--- config.mk ---
export PLATFORM = sky130hd
export DESIGN_NAME = baud_sched
export DESIGN_NICKNAME = d
export VERILOG_FILES = /design/src/rtl/baud_sched.sv
export SDC_FILE = /design/constraint.sdc
export NUM_CORES = 1
export LEC_CHECK = 0
export ABC_CLOCK_PERIOD_IN_PS = 4100
export BUFFER_PORTS_ARGS = -buffer_cell sky130_fd_sc_hd__buf_2
export CELL_PAD_IN_SITES_DETAIL_PLACEMENT = 2
export CELL_PAD_IN_SITES_GLOBAL_PLACEMENT = 2
export CORE_MARGIN = 2
export CORE_UTILIZATION = 36
export CTS_CLUSTER_SIZE = 12
export DETAILED_ROUTE_END_ITERATION = 12
export PLACE_DENSITY_LB_ADDON = 0.1
export SYNTH_ARGS = -nofsm -noshare
export SYNTH_HDL_FRONTEND = slang
export SYNTH_SLANG_ARGS = --single-unit
--- constraint.sdc ---
create_clock -name in_clk -period 4.1 [get_ports in_clk]
set_clock_uncertainty 0.1 [all_clocks]
set_input_delay 0 -clock in_clk [delete_from_list [all_inputs] [get_ports in_clk]]
set_output_delay 0 -clock in_clk [all_outputs]
set_load 0.01 [all_outputs]
--- src/rtl/baud_sched.sv ---
// Baud-tick scheduler: divides in_clk into an oversampling strobe (rx_tick) and a bit strobe (tx_tick).
// Optional BAUD_SCHED_SYNC_EN adds sync_req for receiver phase realignment.
module baud_sched #(
   parameter int F_IN         = 50_000_000,
   parameter int DEFAULT_BAUD = 9600,
   parameter int OVS          = 16,
   parameter int DIV_W        = 16
) (
   input  logic             in_clk,
   input  logic             nrst,
   input  logic             en,
   input  logic [DIV_W-1:0] cfg_div,
   input  logic             cfg_valid,
`ifdef BAUD_SCHED_SYNC_EN
   input  logic             sync_req,
`endif
   output logic             cfg_ready,
   output logic             rx_tick,
   output logic             tx_tick,
   output logic [DIV_W-1:0] div_cur
);

   localparam int               OVS_W    = $clog2(OVS);
   localparam int               BAUD_OVS = DEFAULT_BAUD * OVS;
   localparam int               DIV0_INT = (F_IN + BAUD_OVS / 2) / BAUD_OVS;
   localparam logic [DIV_W-1:0] DIV0     = DIV_W'(DIV0_INT);
   localparam logic [DIV_W-1:0] DIV_MIN  = DIV_W'(2);
   localparam logic [OVS_W-1:0] OVS_LAST = OVS_W'(OVS - 1);

   typedef enum logic [1:0] {
      IDLE = 2'd0,
      RUN  = 2'd1,
      PEND = 2'd2
   } state_t;

   state_t           state;
   logic [DIV_W-1:0] div_reg;
   logic [DIV_W-1:0] shadow;
   logic [DIV_W-1:0] div_cnt;
   logic [OVS_W-1:0] ovs_cnt;

   logic             active;
   logic             handshake;
   logic             sync_hit;
   logic [DIV_W-1:0] div_last;
   logic [DIV_W-1:0] cfg_clamped;
   logic [DIV_W-1:0] div_cnt_adv;
   logic [OVS_W-1:0] ovs_cnt_adv;

   // All outputs are decoded from registered state only.
   assign active      = (state == RUN) || (state == PEND);
   assign div_last    = div_reg - DIV_W'(1);
   assign rx_tick     = active && (div_cnt == div_last);
   assign tx_tick     = rx_tick && (ovs_cnt == OVS_LAST);
   assign cfg_ready   = (state != PEND);
   assign div_cur     = div_reg;
   assign handshake   = cfg_valid && cfg_ready;
   assign cfg_clamped = (cfg_div < DIV_MIN) ? DIV_MIN : cfg_div;

`ifdef BAUD_SCHED_SYNC_EN
   assign sync_hit = sync_req && active;
`else
   assign sync_hit = 1'b0;
`endif

   always_comb begin
      div_cnt_adv = div_cnt + DIV_W'(1);
      ovs_cnt_adv = ovs_cnt;
      if (rx_tick) begin
         div_cnt_adv = '0;
         ovs_cnt_adv = (ovs_cnt == OVS_LAST) ? '0 : ovs_cnt + OVS_W'(1);
      end
   end

   // A dropped enable always wins: a pending shadow is applied on the way to IDLE.
   always_ff @(posedge in_clk or negedge nrst) begin
      if (!nrst) begin
         state   <= IDLE;
         div_reg <= DIV0;
         shadow  <= DIV0;
         div_cnt <= '0;
         ovs_cnt <= '0;
      end else begin
         case (state)
            IDLE: begin
               div_cnt <= '0;
               ovs_cnt <= '0;
               if (handshake) div_reg <= cfg_clamped;
               if (en) state <= RUN;
            end
            RUN: begin
               if (!en) begin
                  state   <= IDLE;
                  div_cnt <= '0;
                  ovs_cnt <= '0;
                  if (handshake) div_reg <= cfg_clamped;
               end else begin
                  if (handshake) begin
                     shadow <= cfg_clamped;
                     state  <= PEND;
                  end
                  if (sync_hit) begin
                     div_cnt <= '0;
                     ovs_cnt <= '0;
                  end else begin
                     div_cnt <= div_cnt_adv;
                     ovs_cnt <= ovs_cnt_adv;
                  end
               end
            end
            PEND: begin
               if (!en) begin
                  state   <= IDLE;
                  div_reg <= shadow;
                  div_cnt <= '0;
                  ovs_cnt <= '0;
               end else if (sync_hit) begin
                  div_cnt <= '0;
                  ovs_cnt <= '0;
               end else if (tx_tick) begin
                  state   <= RUN;
                  div_reg <= shadow;
                  div_cnt <= '0;
                  ovs_cnt <= '0;
               end else begin
                  div_cnt <= div_cnt_adv;
                  ovs_cnt <= ovs_cnt_adv;
               end
            end
            default: begin
               state   <= IDLE;
               div_cnt <= '0;
               ovs_cnt <= '0;
            end
         endcase
      end
   end

endmodule

After elaboration in Yosys (flattened, before gate mapping)
Cells that the tools add are included.

word-level totals
  bits in writable memories = 0
  latch bits = 0
  memories = 0
  register bits = 54
  ROM bits = 0
  word-level logic and storage cells = 50

cells by class
  divide/modulo/power cells = 0
  reduce and logical (&&, ||, !) cells = 9
  multipliers = 0
  bitwise operators = 0
  order comparisons = 1
  equality and inequality tests = 9
  add/sub/neg operators = 3
  mux-type cells = 23
  shifts and indexed selects = 0

operators with widths
  cell                                                                    count
  16-bit two-way mux                                                      9
  16-bit case mux with 3 select lines                                     1
  16-bit case mux with 2 select lines                                     1
  4-bit two-way mux                                                       5
  16-bit by 1-bit adder with 16-bit output (second input constant)        1
  16-bit == test                                                          1
  16-bit by 2-bit < comparator with 1-bit output (second input constant)  1
  16-bit by 1-bit subtractor with 16-bit output (second input constant)   1
  2-bit two-way mux                                                       5
  3-bit AND reduction                                                     3
  4-bit case mux with 2 select lines                                      1
  2-bit != test (second input constant)                                   3
  3-bit != test (second input constant)                                   2
  2-bit case mux with 3 select lines                                      1
  4-bit by 1-bit adder with 4-bit output (second input constant)          1
  4-bit == test (second input constant)                                   1
  1-bit logical AND                                                       3
  3-bit nonzero test                                                      1
  2-bit by 1-bit == test with 1-bit output (second input constant)        1
  2-bit == test (second input constant)                                   1
  2-bit logical NOT                                                       1
  1-bit logical OR                                                        1

Depth between registers and ports, before layout
Gate-level depths: netlist of the first run.

  depth after elaboration = 7
  gate-level depth with buffers = 12
  gate-level depth less buffers = 10

Worst setup path before layout of the first run
Ideal clock, no wire load.

  path kind = register to register
  start point = register div_reg[0] (netlist: div_cur[0])
  end point = register ovs_cnt[3]
  data arrival time = 2900 ps
  slack = 1023 ps
  setup time = 77 ps
  cell stages (with the launch flop) = 12
  period minus slack after synthesis = 3077 ps
  cells stage by stage = dfrtp_1 > inv_1 > ha_1 > buf_2 > nor4b_4 > nand4b_1 > or4b_1 > a41o_1 > nor3b_4 > nand2_2 > or4_1 > a21oi_1

between the ends
  cells in the longest elaborated chain, start to end = 7
  elaborated cells on any way between the ends = 9
  those cells by class = 1 x add/sub; 1 x eq/ne; 5 x mux; 2 x reduce/logical

RTL lines
  item                                                           line    source
  start, declared                                                37      logic [DIV_W-1:0] div_reg;
  start signal, assigned                                         88      if (handshake) div_reg <= cfg_clamped;
  start signal, assigned                                         96      if (handshake) div_reg <= cfg_clamped;
  start signal, assigned                                         114     div_reg <= shadow;
  16-bit by 1-bit subtractor with 16-bit output (*)              52      assign div_last = div_reg - DIV_W'(1);
  16-bit == test (*)                                             53      assign rx_tick = active && (div_cnt == div_last);
  1-bit logical AND (*)                                          53
  4-bit two-way mux / 1-bit logical AND (equally long branches)  69, 54
  4-bit two-way mux                                              120     end else if (tx_tick) begin
  4-bit two-way mux                                              112     if (!en) begin
  4-bit case mux with 2 select lines (*)                         84      case (state)
  end signal, assigned                                           107     ovs_cnt <= ovs_cnt_adv;
  end signal, assigned                                           127     ovs_cnt <= ovs_cnt_adv;
  end, declared                                                  40      logic [OVS_W-1:0] ovs_cnt;

Every way passes the cells marked *; elsewhere a longest branch is shown, timed or not.
A chain may end at the register's enable or synchronous reset.

Worst setup path after layout of the first run
  start point = register div_reg[0] (netlist: div_cur[0])
  end point = register div_reg[0] (netlist: div_cur[0])

between the ends
  cells in the longest elaborated chain, start to end = 6
  elaborated cells on any way between the ends = 9
  those cells by class = 1 x add/sub; 2 x eq/ne; 3 x mux; 3 x reduce/logical

RTL lines
  item                                           line  source
  16-bit by 1-bit subtractor with 16-bit output  52
  16-bit == test                                 53
  1-bit logical AND                              53
  1-bit logical AND                              54    assign tx_tick = rx_tick && (ovs_cnt == OVS_LAST);
  3-bit != test (no source line)                 --
  3-bit AND reduction (no source line)           --

Several ways; a longest one is shown, not always the timed one. The select of a mux whose other input is x is not followed.

==> results of run 1 <==
[worst max-delay path by stage]
stage / start / endpoint / slack [ps] / cells after the start
6_report: div_cur[0] / div_cur[0] / 510 / 10
5_1_grt: div_cur[0] / div_cur[0] / 180 / 10
4_1_cts: div_cur[0] / div_cur[0] / 490 / 10
3_5_place_dp: div_cur[0] / div_cur[0] / 530 / 10
3_3_place_gp: div_cur[0] / div_cur[1] / 710 / 10
2_1_floorplan: div_cur[0] / ovs_cnt[3] / 1020 / 11
[registers in the layout (all words and copies together) (netlist names)]
name	count
div_cur	16
state	2
ovs_cnt	4
div_cnt	16
shadow	16
[logic make-up (layout without fill, tap and decap cells)]
| logic type | count (synthesis) | after routing |
|---|---|---|
| AOI/OAI and AO/OA | 81 | 81 |
| xor gates and xnor gates | 34 | 34 |
| adders and majority gates | 7 | 7 |
| buffers and inverters | 30 | 80 |
| DFF | 54 | 54 |
| muxes | 17 | 17 |
| and+or+nand+nor | 123 | 123 |
[timing repair]
item,in CTS,in global routing
endpoints found under the setup margin,0,0
endpoints found under the hold margin,63,0
hold buffers,18,0
[per-stage QoR]
stage          hold WS [ps]  std cells  power (mW)  setup WS [ps]  utilization (%)
2_1_floorplan          -396        346        1.54           1020                -
3_3_place_gp           87.0        478        1.85            714             40.3
3_5_place_dp           88.1        478        1.88            534             40.3
4_1_cts                65.7        504        2.30            487             43.7
5_1_grt                96.6        504        2.45            179             43.7
6_report               69.9        504        2.27            512             43.7
[Yosys cell counts (all sizes together), types with 2 or more instances]
library cell / instances
a211oi: 15
a21boi: 3
a21oi: 37
a221oi: 3
a31o: 2
a31oi: 3
and3: 4
buf: 7
clkbuf: 12
dfrtp: 46
dfstp: 8
ha: 7
inv: 11
mux2: 14
mux2i: 3
nand2: 17
nand3: 19
nand4: 6
nand4b: 2
nor2: 31
nor2b: 15
nor3: 6
nor3b: 2
nor4: 9
o21ai: 7
o22ai: 2
or3: 2
or4: 3
xnor2: 13
xor2: 21
[placed cells by master, fill, tap and decap left out, types with 2 or more instances in the layout]
master,n
a21boi_0,3
a31o_2,2
nor2b_1,15
a21oi_1,37
dlygate4sd3_1,18
buf_2,38
or4_1,3
mux2i_1,3
and3_1,4
nor3_1,6
a31oi_1,3
ha_1,7
xor2_1,21
xnor2_1,13
or3_1,2
nand4_1,6
nor4_1,8
buf_4,5
nand3_1,19
a211oi_1,15
nor2_1,31
clkbuf_8,5
mux2_2,14
inv_1,11
dfrtp_1,46
o21ai_0,7
a221oi_1,3
nand4b_1,2
o22ai_1,2
dfstp_2,8
nand2_1,16
[metal layers]
metal  wire length (µm)  GRT usage, %
met1               4430          27.6
met2               4790          35.0
met3                174          3.12
met4                 72          3.48
met5                  0             0
[layout make-up]
type	count	area, µm²	area share, %
clock buffers	5	68.8	1.80
clock inverters	3	47.5	1.24
well taps	108	135	3.53
multi-input cells	262	1770	46.1
flip-flops and latches	54	1360	35.6
inverters	11	41.3	1.08
repair buffers	61	408	10.7
[power groups by stage]
stage	registers (mW)	clock network (mW)	logic, mW
finish	0.984	0.381	0.910
global route	1.01	0.420	1.02
CTS	0.984	0.399	0.920
detailed placement	0.989	0	0.895
global placement	0.977	0	0.868
floorplan	0.916	0	0.625
[worst max-delay path, delay by kind of cell (launching register included)]
kind                     cells  cell delay (ps)
AO/OA/AOI/OAI                2              410
adder cells (fa/ha/maj)      1              320
buffers and inverters        1               90
flip-flops                   1              480
AND/OR/NAND/NOR              6             2030
==> impl_metrics.env, run 1 <==
export IMPL_slew_headroom_pct=33.0
export IMPL_fin_crit_ps=3590
export IMPL_synth_compound_area_share_pct=15.6
export IMPL_maxCapViolations=0
export IMPL_antenna_found_initial=0
export IMPL_cts_max_level=2
export IMPL_synth_xor_area_share_pct=9.15
export IMPL_swShare_pct=42.6
export IMPL_r2r_setup_slack_ps=510
export IMPL_route_detailed_drc=0
export IMPL_critPathKind="reg -> reg"
export IMPL_r2r_start="div_cur[0]"
export IMPL_synth_area_top_cells="dfrtp_1 35%, dfstp_2 6.5%, a21oi_1 5.7%, xor2_1 5.7%, mux2_2 4.8%"
export IMPL_clk_latency_ps=320
export IMPL_syn_area_um2=3250
export IMPL_status="finished clean"
export IMPL_layout_nets=422
export IMPL_power_internal_mw=1.30
export IMPL_cts_sinks=54
export IMPL_wl_per_cell_um=18.8
export IMPL_r2r_cells=10
export IMPL_worstPathCellList="inv_1 -> ha_1 -> nor4b_4 -> nand4b_1 -> or4b_1 -> a41o_1 -> nor3b_4 -> nand4_1 -> nand2_1 -> a31oi_1"
export IMPL_fmax_mhz=279
export IMPL_area_growth_pct=17.7
export IMPL_p_switching_mw=0.970
export IMPL_cts_resized=0
export IMPL_slowest_stage="or4b_1"
export IMPL_initialDrtViolationCount=87
export IMPL_seq_area_frac_synth_pct=41.8
export IMPL_fp_row_count=34
export IMPL_die_area_um2=9810
export IMPL_crit_fanout=16
export IMPL_yosys_area_share_simple_pct=21.0
export IMPL_stdcell_area_um2=3830
export IMPL_cts_max_path_buffers=2
export IMPL_vias_per_cell=5.50
export IMPL_synthAdderAreaFrac_pct=2.69
export IMPL_end_kind="flop"
export IMPL_leakage_nw=1.57
export IMPL_pin_count=39
export IMPL_hold_depth=4
export IMPL_slowest_delay_ps=560
export IMPL_tns_ps=0
export IMPL_holdPathEnd="state[0]"
export IMPL_drv_slew=0
export IMPL_cts_made_buffers=5
export IMPL_grt_pass1_wl_mm=16.0
export IMPL_ys_warn_count=0
export IMPL_yosysTopAreaCellShare_pct=35.4
export IMPL_start_util_pct=37.1
export IMPL_async_reset_ff_share_pct=100
export IMPL_synth_flop_cell="dfrtp_1"
export IMPL_nFillCells=959
export IMPL_start_kind="flop"
export IMPL_root_buffer="clkbuf_8"
export IMPL_power_share_clock_pct=16.7
export IMPL_worst_pin_slew_ps=1000
export IMPL_post_cts_buffers=0
export IMPL_place_gp_congestion=0.764
export IMPL_drt_pass1_iter_count=3
export IMPL_synth_nets=373
export IMPL_synthDistinctLibCells=52
export IMPL_die_width_um=99.1
export IMPL_drive_above_1_share_pct=20.2
export IMPL_antenna_cells=0
export IMPL_avgSynthCellArea_um2=9.40
export IMPL_seq_power_share_pct=43.2
export IMPL_min_from="cfg_valid"
export IMPL_min_path_type="in -> reg"
export IMPL_combPwrFrac_pct=40.0
export IMPL_required_ps=4170
export IMPL_synth_area_mux_share_pct=5.77
export IMPL_r2r_end="div_cur[0]"
export IMPL_arrival_ps=3660
export IMPL_grt_pass1_vias=3000
export IMPL_portBuffers=38
export IMPL_clkTransAtPathRegs_ps=110
export IMPL_irDropWorstVdd_v=0.000219
export IMPL_synth_top_family_by_area="simple AND/OR/NAND/NOR gates"
export IMPL_place_area_um2=3530
export IMPL_grt_max_degree=55
export IMPL_setup_viol=0
export IMPL_grt_overflow=0
export IMPL_fin_crit_sh_pct=87.5
export IMPL_final_hold_viol_count=0
export IMPL_synth_area_leader_cell="dfrtp_1"
export IMPL_ant_nets=0
export IMPL_wl_mm=9.47
export IMPL_p_per_area_nw_per_um2=594
export IMPL_rsz0062_at_grt="false"
export IMPL_synth_edf_count=0
export IMPL_dpl_hpwl_mm=6.89
export IMPL_ys_ff_latch=54
export IMPL_die_height_um=99.1
export IMPL_synthCells=346
export IMPL_via_count=2772
export IMPL_grt_total_usage_pct=20.4
export IMPL_core_area_um2=8760
export IMPL_cts_tree="done"
Power figures use the tool's default switching activity.
==> run 2: changes to the inputs <==
- CORE_MARGIN: 2 -> 5
- SETUP_SLACK_MARGIN: not set -> 0.5
==> impl_metrics.env, run 2 (synthesized netlist as in run 1, its figures left out) <==
export IMPL_route_detailed_drc=0
export IMPL_cts_max_level=2
export IMPL_min_path_type="in -> reg"
export IMPL_drv_slew=0
export IMPL_fin_crit_sh_pct=79.8
export IMPL_grt_pass1_vias=3082
export IMPL_final_common_cell="dfrtp_1"
export IMPL_tns_ps=0
export IMPL_cts_max_path_buffers=2
export IMPL_fmax_mhz=306
export IMPL_wl_mm=9.88
export IMPL_final_hold_viol_count=0
export IMPL_antenna_found_initial=0
export IMPL_arrival_ps=3430
export IMPL_start_kind="flop"
export IMPL_area_growth_pct=17.9
export IMPL_layout_nets=424
export IMPL_cts_tree="done"
export IMPL_ant_nets=0
export IMPL_wl_per_cell_um=19.5
export IMPL_grt_max_degree=55
export IMPL_die_height_um=105
export IMPL_rsz0062_at_grt="false"
export IMPL_grt_pass1_wl_mm=16.6
export IMPL_cts_sinks=54
export IMPL_clkTransAtPathRegs_ps=110
export IMPL_irDropWorstVdd_v=0.000231
export IMPL_multiInputGateArea_um2=1780
export IMPL_required_ps=4250
export IMPL_p_per_area_nw_per_um2=588
export IMPL_hold_slack_ps=58.6
export IMPL_crit_fanout=8
export IMPL_portBuffers=38
export IMPL_status="finished clean"
export IMPL_fp_row_count=34
export IMPL_root_buffer="clkbuf_8"
export IMPL_fin_crit_ps=3270
export IMPL_slew_headroom_pct=36.1
export IMPL_die_width_um=105
export IMPL_drive_above_1_share_pct=21.1
export IMPL_placed_cells=480
export IMPL_start_util_pct=37.1
export IMPL_grt_total_usage_pct=18.4
export IMPL_core_area_um2=8760
export IMPL_clk_latency_ps=320
export IMPL_cts_made_buffers=5
export IMPL_end_kind="flop"
export IMPL_initialDrtViolationCount=90
export IMPL_critPathKind="reg -> reg"
export IMPL_stdcell_count=506
export IMPL_setup_viol=0
export IMPL_worst_pin_slew_ps=955
export IMPL_pin_count=39
export IMPL_antenna_cells=0
export IMPL_vias_per_cell=5.54
export IMPL_grt_overflow=0
export IMPL_die_area_um2=11000
export IMPL_leakage_nw=1.57
export IMPL_via_count=2805
export IMPL_dpl_hpwl_mm=7.29
export IMPL_drt_pass1_iter_count=4
export IMPL_fin_util_pct=43.8
export IMPL_place_gp_congestion=0.778
export IMPL_nFillCells=967
export IMPL_maxCapViolations=0
export IMPL_mostFrequentLayoutCells="46 x dfrtp_1, 38 x buf_2, 37 x a21oi_1"
export IMPL_ff_latch_area_um2=1360
## run 2: cell types whose count changed in the layout (fill, tap and decap cells not counted), sizes merged
cell and change:
clkbuf +1, clkinvlp +1, bufinv -1, clkinv -1, buf +2
## run 2: area by class of cell
class,instances,share of cell area [%]
clock inverters,2,0.424
flip-flops and latches,54,35.5
multi-input cells,262,46.3
well taps,108,3.52
inverters,11,1.08
repair buffers,63,11.0
clock buffers,6,2.15
## run 2: per-stage QoR
stage / total power, mW / cell area, µm² / setup WS, ps
after global placement: 1.87 / 3550 / 799
after CTS: 2.28 / 3820 / 574
after detailed placement: 1.92 / 3550 / 580
final: 2.25 / 3830 / 827
after global routing: 2.42 / 3830 / 590
after floorplan: 1.54 / 3250 / 1020
## run 2: final timing paths
path,endpoint,slack [ps],startpoint,depth (start not counted)
worst max register to register,ovs_cnt[3],830,div_cur[1],10
worst min register to register,shadow[1],410,shadow[1],2
min in group asynchronous,div_cnt[14],260,nrst,3
worst max-delay path,ovs_cnt[3],830,div_cur[1],10
max in group asynchronous,div_cur[5],3160,nrst,3
worst min-delay path,state[0],60,cfg_valid,4
## run 2: worst max-delay path, stage by stage (launching register included)
cell	delay [ps]
dfstp_2	410
inv_1	80
ha_2	270
nor4b_4	310
nand4b_1	230
or4b_1	560
a41o_1	230
nor3b_4	250
nand2_2	130
or4_1	490
a21oi_1	160
## run 2: what timing repair did
item / 4_1_cts / 5_1_grt
endpoints found under the hold margin: 64 / 0
gates resized for setup: 0 / 3
hold buffers: 18 / 0
setup buffers: 0 / 0
setup endpoints to repair: 0 / 17
## run 2: metal layers
layer	vias to the layer above	wire [µm]	track usage (%)
li1	1343	-	-
met1	1424	4560	24.6
met2	31	5020	31.8
met3	7	229	2.77
met4	0	68	3.01
met5	-	0	0
## run 2: report_power, final
group	leakage [nW]	internal [mW]	switching, mW
Sequential	0.666	0.730	0.240
Clock	0.0478	0.140	0.203
Combinational	0.859	0.403	0.538
Total	1.57	1.27	0.981
==> run 3: changes to the inputs <==
- ABC_AREA: not set -> 1
- ABC_CLOCK_PERIOD_IN_PS: 4100 -> 2600
- CORE_UTILIZATION: 36 -> 30
- clock period: 4.1 -> 2.6 ns (I/O delays scaled with it)
==> impl_metrics.env, run 3 <==
export IMPL_nFillCells=1355
export IMPL_portBuffers=38
export IMPL_seq_area_frac_synth_pct=38.7
export IMPL_die_width_um=118
export IMPL_critPathKind="reg -> reg"
export IMPL_cts_tree="done"
export IMPL_synth_area_mux_share_pct=0
export IMPL_synth_compound_area_share_pct=7.15
export IMPL_final_hold_viol_count=0
export IMPL_slew_headroom_pct=40.6
export IMPL_stdcell_area_um2=4560
export IMPL_power_internal_mw=2.42
export IMPL_seq_power_share_pct=33.0
export IMPL_worstPathCellList="nor2_2 -> nand2_1 -> nor2_4 -> nand2_2 -> nand2_1 -> nand2_1 -> nor2_1 -> nand3_1 -> nor2_4 -> nand3_4 -> nand2_8 -> nand3_4 -> nand2_1 -> nand2_1"
export IMPL_place_area_um2=3910
export IMPL_synth_flop_cell="dfrtp_1"
export IMPL_arrival_ps=2590
export IMPL_crit_fanout=8
export IMPL_cts_sinks=54
export IMPL_cp_endpoint="div_cur[4]"
export IMPL_antenna_cells=0
export IMPL_cts_made_buffers=5
export IMPL_fin_crit_sh_pct=96.0
export IMPL_required_ps=2690
export IMPL_p_per_area_nw_per_um2=986
export IMPL_area_growth_pct=29.6
export IMPL_multiInputGateArea_um2=2030
export IMPL_die_height_um=118
export IMPL_synth_top_cells_by_count="161 x nand2_1, 70 x inv_1, 55 x nor2_1"
export IMPL_syn_area_um2=3520
export IMPL_fp_row_count=39
export IMPL_core_area_um2=11500
export IMPL_grt_max_degree=39
export IMPL_pin_count=39
export IMPL_avgSynthCellArea_um2=6.93
export IMPL_yosysTopAreaCellShare_pct=32.7
export IMPL_swShare_pct=46.1
export IMPL_p_switching_mw=2.07
export IMPL_irDropWorstVdd_v=0.000364
export IMPL_startpoint="div_cur[7]"
export IMPL_power_share_clock_pct=16.4
export IMPL_ys_ff_latch=54
export IMPL_start_kind="flop"
export IMPL_drt_pass1_iter_count=4
export IMPL_synth_area_leader_cell="dfrtp_1"
export IMPL_final_common_cell="nand2_1"
export IMPL_synth_edf_count=0
export IMPL_mostFrequentLayoutCells="144 x nand2_1, 63 x inv_1, 44 x nor2_1, 44 x dfrtp_1"
export IMPL_root_buffer="clkbuf_16"
export IMPL_wl_mm=11.9
export IMPL_place_gp_congestion=0.767
export IMPL_synth_area_top_cells="dfrtp_1 33%, nand2_1 17%, inv_1 7.5%, dfstp_2 6.0%, nor2_1 5.9%"
export IMPL_grt_pass1_wl_mm=19.4
export IMPL_min_from="cfg_div[1]"
export IMPL_cts_max_path_buffers=2
export IMPL_maxCapViolations=0
export IMPL_ys_warn_count=0
export IMPL_finalPower_mw=4.49
export IMPL_grt_pass1_vias=3910
export IMPL_end_kind="flop"
export IMPL_ant_nets=0
export IMPL_combPwrFrac_pct=50.6
export IMPL_synth_nets=534
export IMPL_rsz0062_at_grt="true"
export IMPL_leakage_nw=2.21
export IMPL_setup_viol=0
export IMPL_yosysMostFrequentCell="nand2_1"
export IMPL_worst_pin_slew_ps=891
export IMPL_clkTransAtPathRegs_ps=80
export IMPL_synth_top_family_by_area="simple AND/OR/NAND/NOR gates"
export IMPL_ff_latch_area_um2=1360
export IMPL_fin_crit_ps=2490
export IMPL_grt_total_usage_pct=16.9
export IMPL_async_reset_ff_share_pct=100
export IMPL_clk_latency_ps=310
export IMPL_synthAdderAreaFrac_pct=2.49
export IMPL_r2r_end="div_cur[4]"
export IMPL_dpl_hpwl_mm=8.94
export IMPL_drive_above_1_share_pct=23.9
export IMPL_slowest_delay_ps=520
export IMPL_wl_per_cell_um=16.4
export IMPL_vias_per_cell=4.91
export IMPL_cts_max_level=2
export IMPL_status="finished clean"
export IMPL_synth_xor_area_share_pct=5.20
export IMPL_drv_slew=0
export IMPL_die_area_um2=14000
export IMPL_via_count=3560
export IMPL_r2r_start="div_cur[7]"
export IMPL_r2r_cells=14
export IMPL_fmax_mhz=401
export IMPL_yosys_area_share_simple_pct=36.8
export IMPL_min_path_type="in -> reg"
export IMPL_synthCells=507
export IMPL_antenna_found_initial=0
export IMPL_start_util_pct=30.7
export IMPL_initialDrtViolationCount=100
export IMPL_fin_util_pct=39.7
export IMPL_synthDistinctLibCells=32
export IMPL_r2r_setup_slack_ps=110
export IMPL_grt_overflow=0
export IMPL_layout_nets=608
export IMPL_slowest_stage="dfrtp_1"
export IMPL_cp_common_cell="nand2_1"
export IMPL_route_detailed_drc=0
[run 3: cell count changes after synthesis, sizes merged, moves of 15 or more]
cell    change
nor2b      -15
a211oi     -15
a21oi      -27
inv        +59
nor2       +28
o21ai      +31
nand2     +148
nand4      +16
[run 3: cells by family (layout without fill, tap and decap cells)]
kind of cell             after synthesis  in the layout
XOR/XNOR                              20             20
flip-flops                            54             54
AND/OR/NAND/NOR                      293            294
adder cells (fa/ha/maj)                7              7
AO/OA/AOI/OAI                         49             49
buffers and inverters                 84            158
[run 3: worst min-delay path by stage]
stage / endpoint / cells past startpoint
after floorplan: div_cnt[0] / 0
after global placement: shadow[5] / 1
after detailed placement: shadow[5] / 1
after CTS: shadow[1] / 5
after global routing: shadow[1] / 5
final: shadow[1] / 5
[run 3: worst max-delay path, delay by kind of cell, from the launching register on]
kind / cells / cell delay [ps]
flip-flops: 1 / 520
AND/OR/NAND/NOR: 14 / 1750
[run 3: layout make-up]
type / count / area share (%)
clock buffer: 6 / 3.05
inverter: 70 / 5.90
timing repair inverter: 1 / 0.165
timing repair buffer: 79 / 12.2
sequential: 54 / 29.9
tap: 143 / 3.93
clock inverter: 2 / 0.357
multi-input combinational: 370 / 44.4
[run 3: power by group through the flow]
stage                     Sequential [mW]  Clock [mW]  Combinational (mW)
after floorplan                      1.42           0                1.29
after global placement               1.44           0                1.87
after detailed placement             1.46           0                1.96
after CTS                            1.45       0.759                2.06
after global routing                 1.53       0.801                2.57
final                                1.49       0.735                2.27
[run 3: stage by stage]
step,setup WS [ps],hold slack [ps],instances,setup TNS [ps]
floorplan,340,-396,507,0
global placement,57.6,-153,684,0
detailed placement,-44.0,-147,684,-58.6
CTS,87.2,10.4,714,0
global route,-66.5,43.9,725,-789
finish,105,9.01,725,0
[run 3: repair_timing]
item / 4_1_cts / 5_1_grt
setup endpoints to repair: 40 / 55
buffers inserted: 4 / 10
resized for setup: 7 / 51
gates cloned: 1 / 1
pin swaps: 4 / 18
hold buffers: 17 / 0
endpoints found under the hold margin: 36 / 0
[run 3: metal layers]
metal  GRT usage (%)  up-vias  part of all wire, %
li1                -     1747                    -
met1            19.8     1771                   42
met2            31.9       35                   54
met3            3.20        7                  2.3
met4            3.30        0                 0.98
met5               0        -                    0
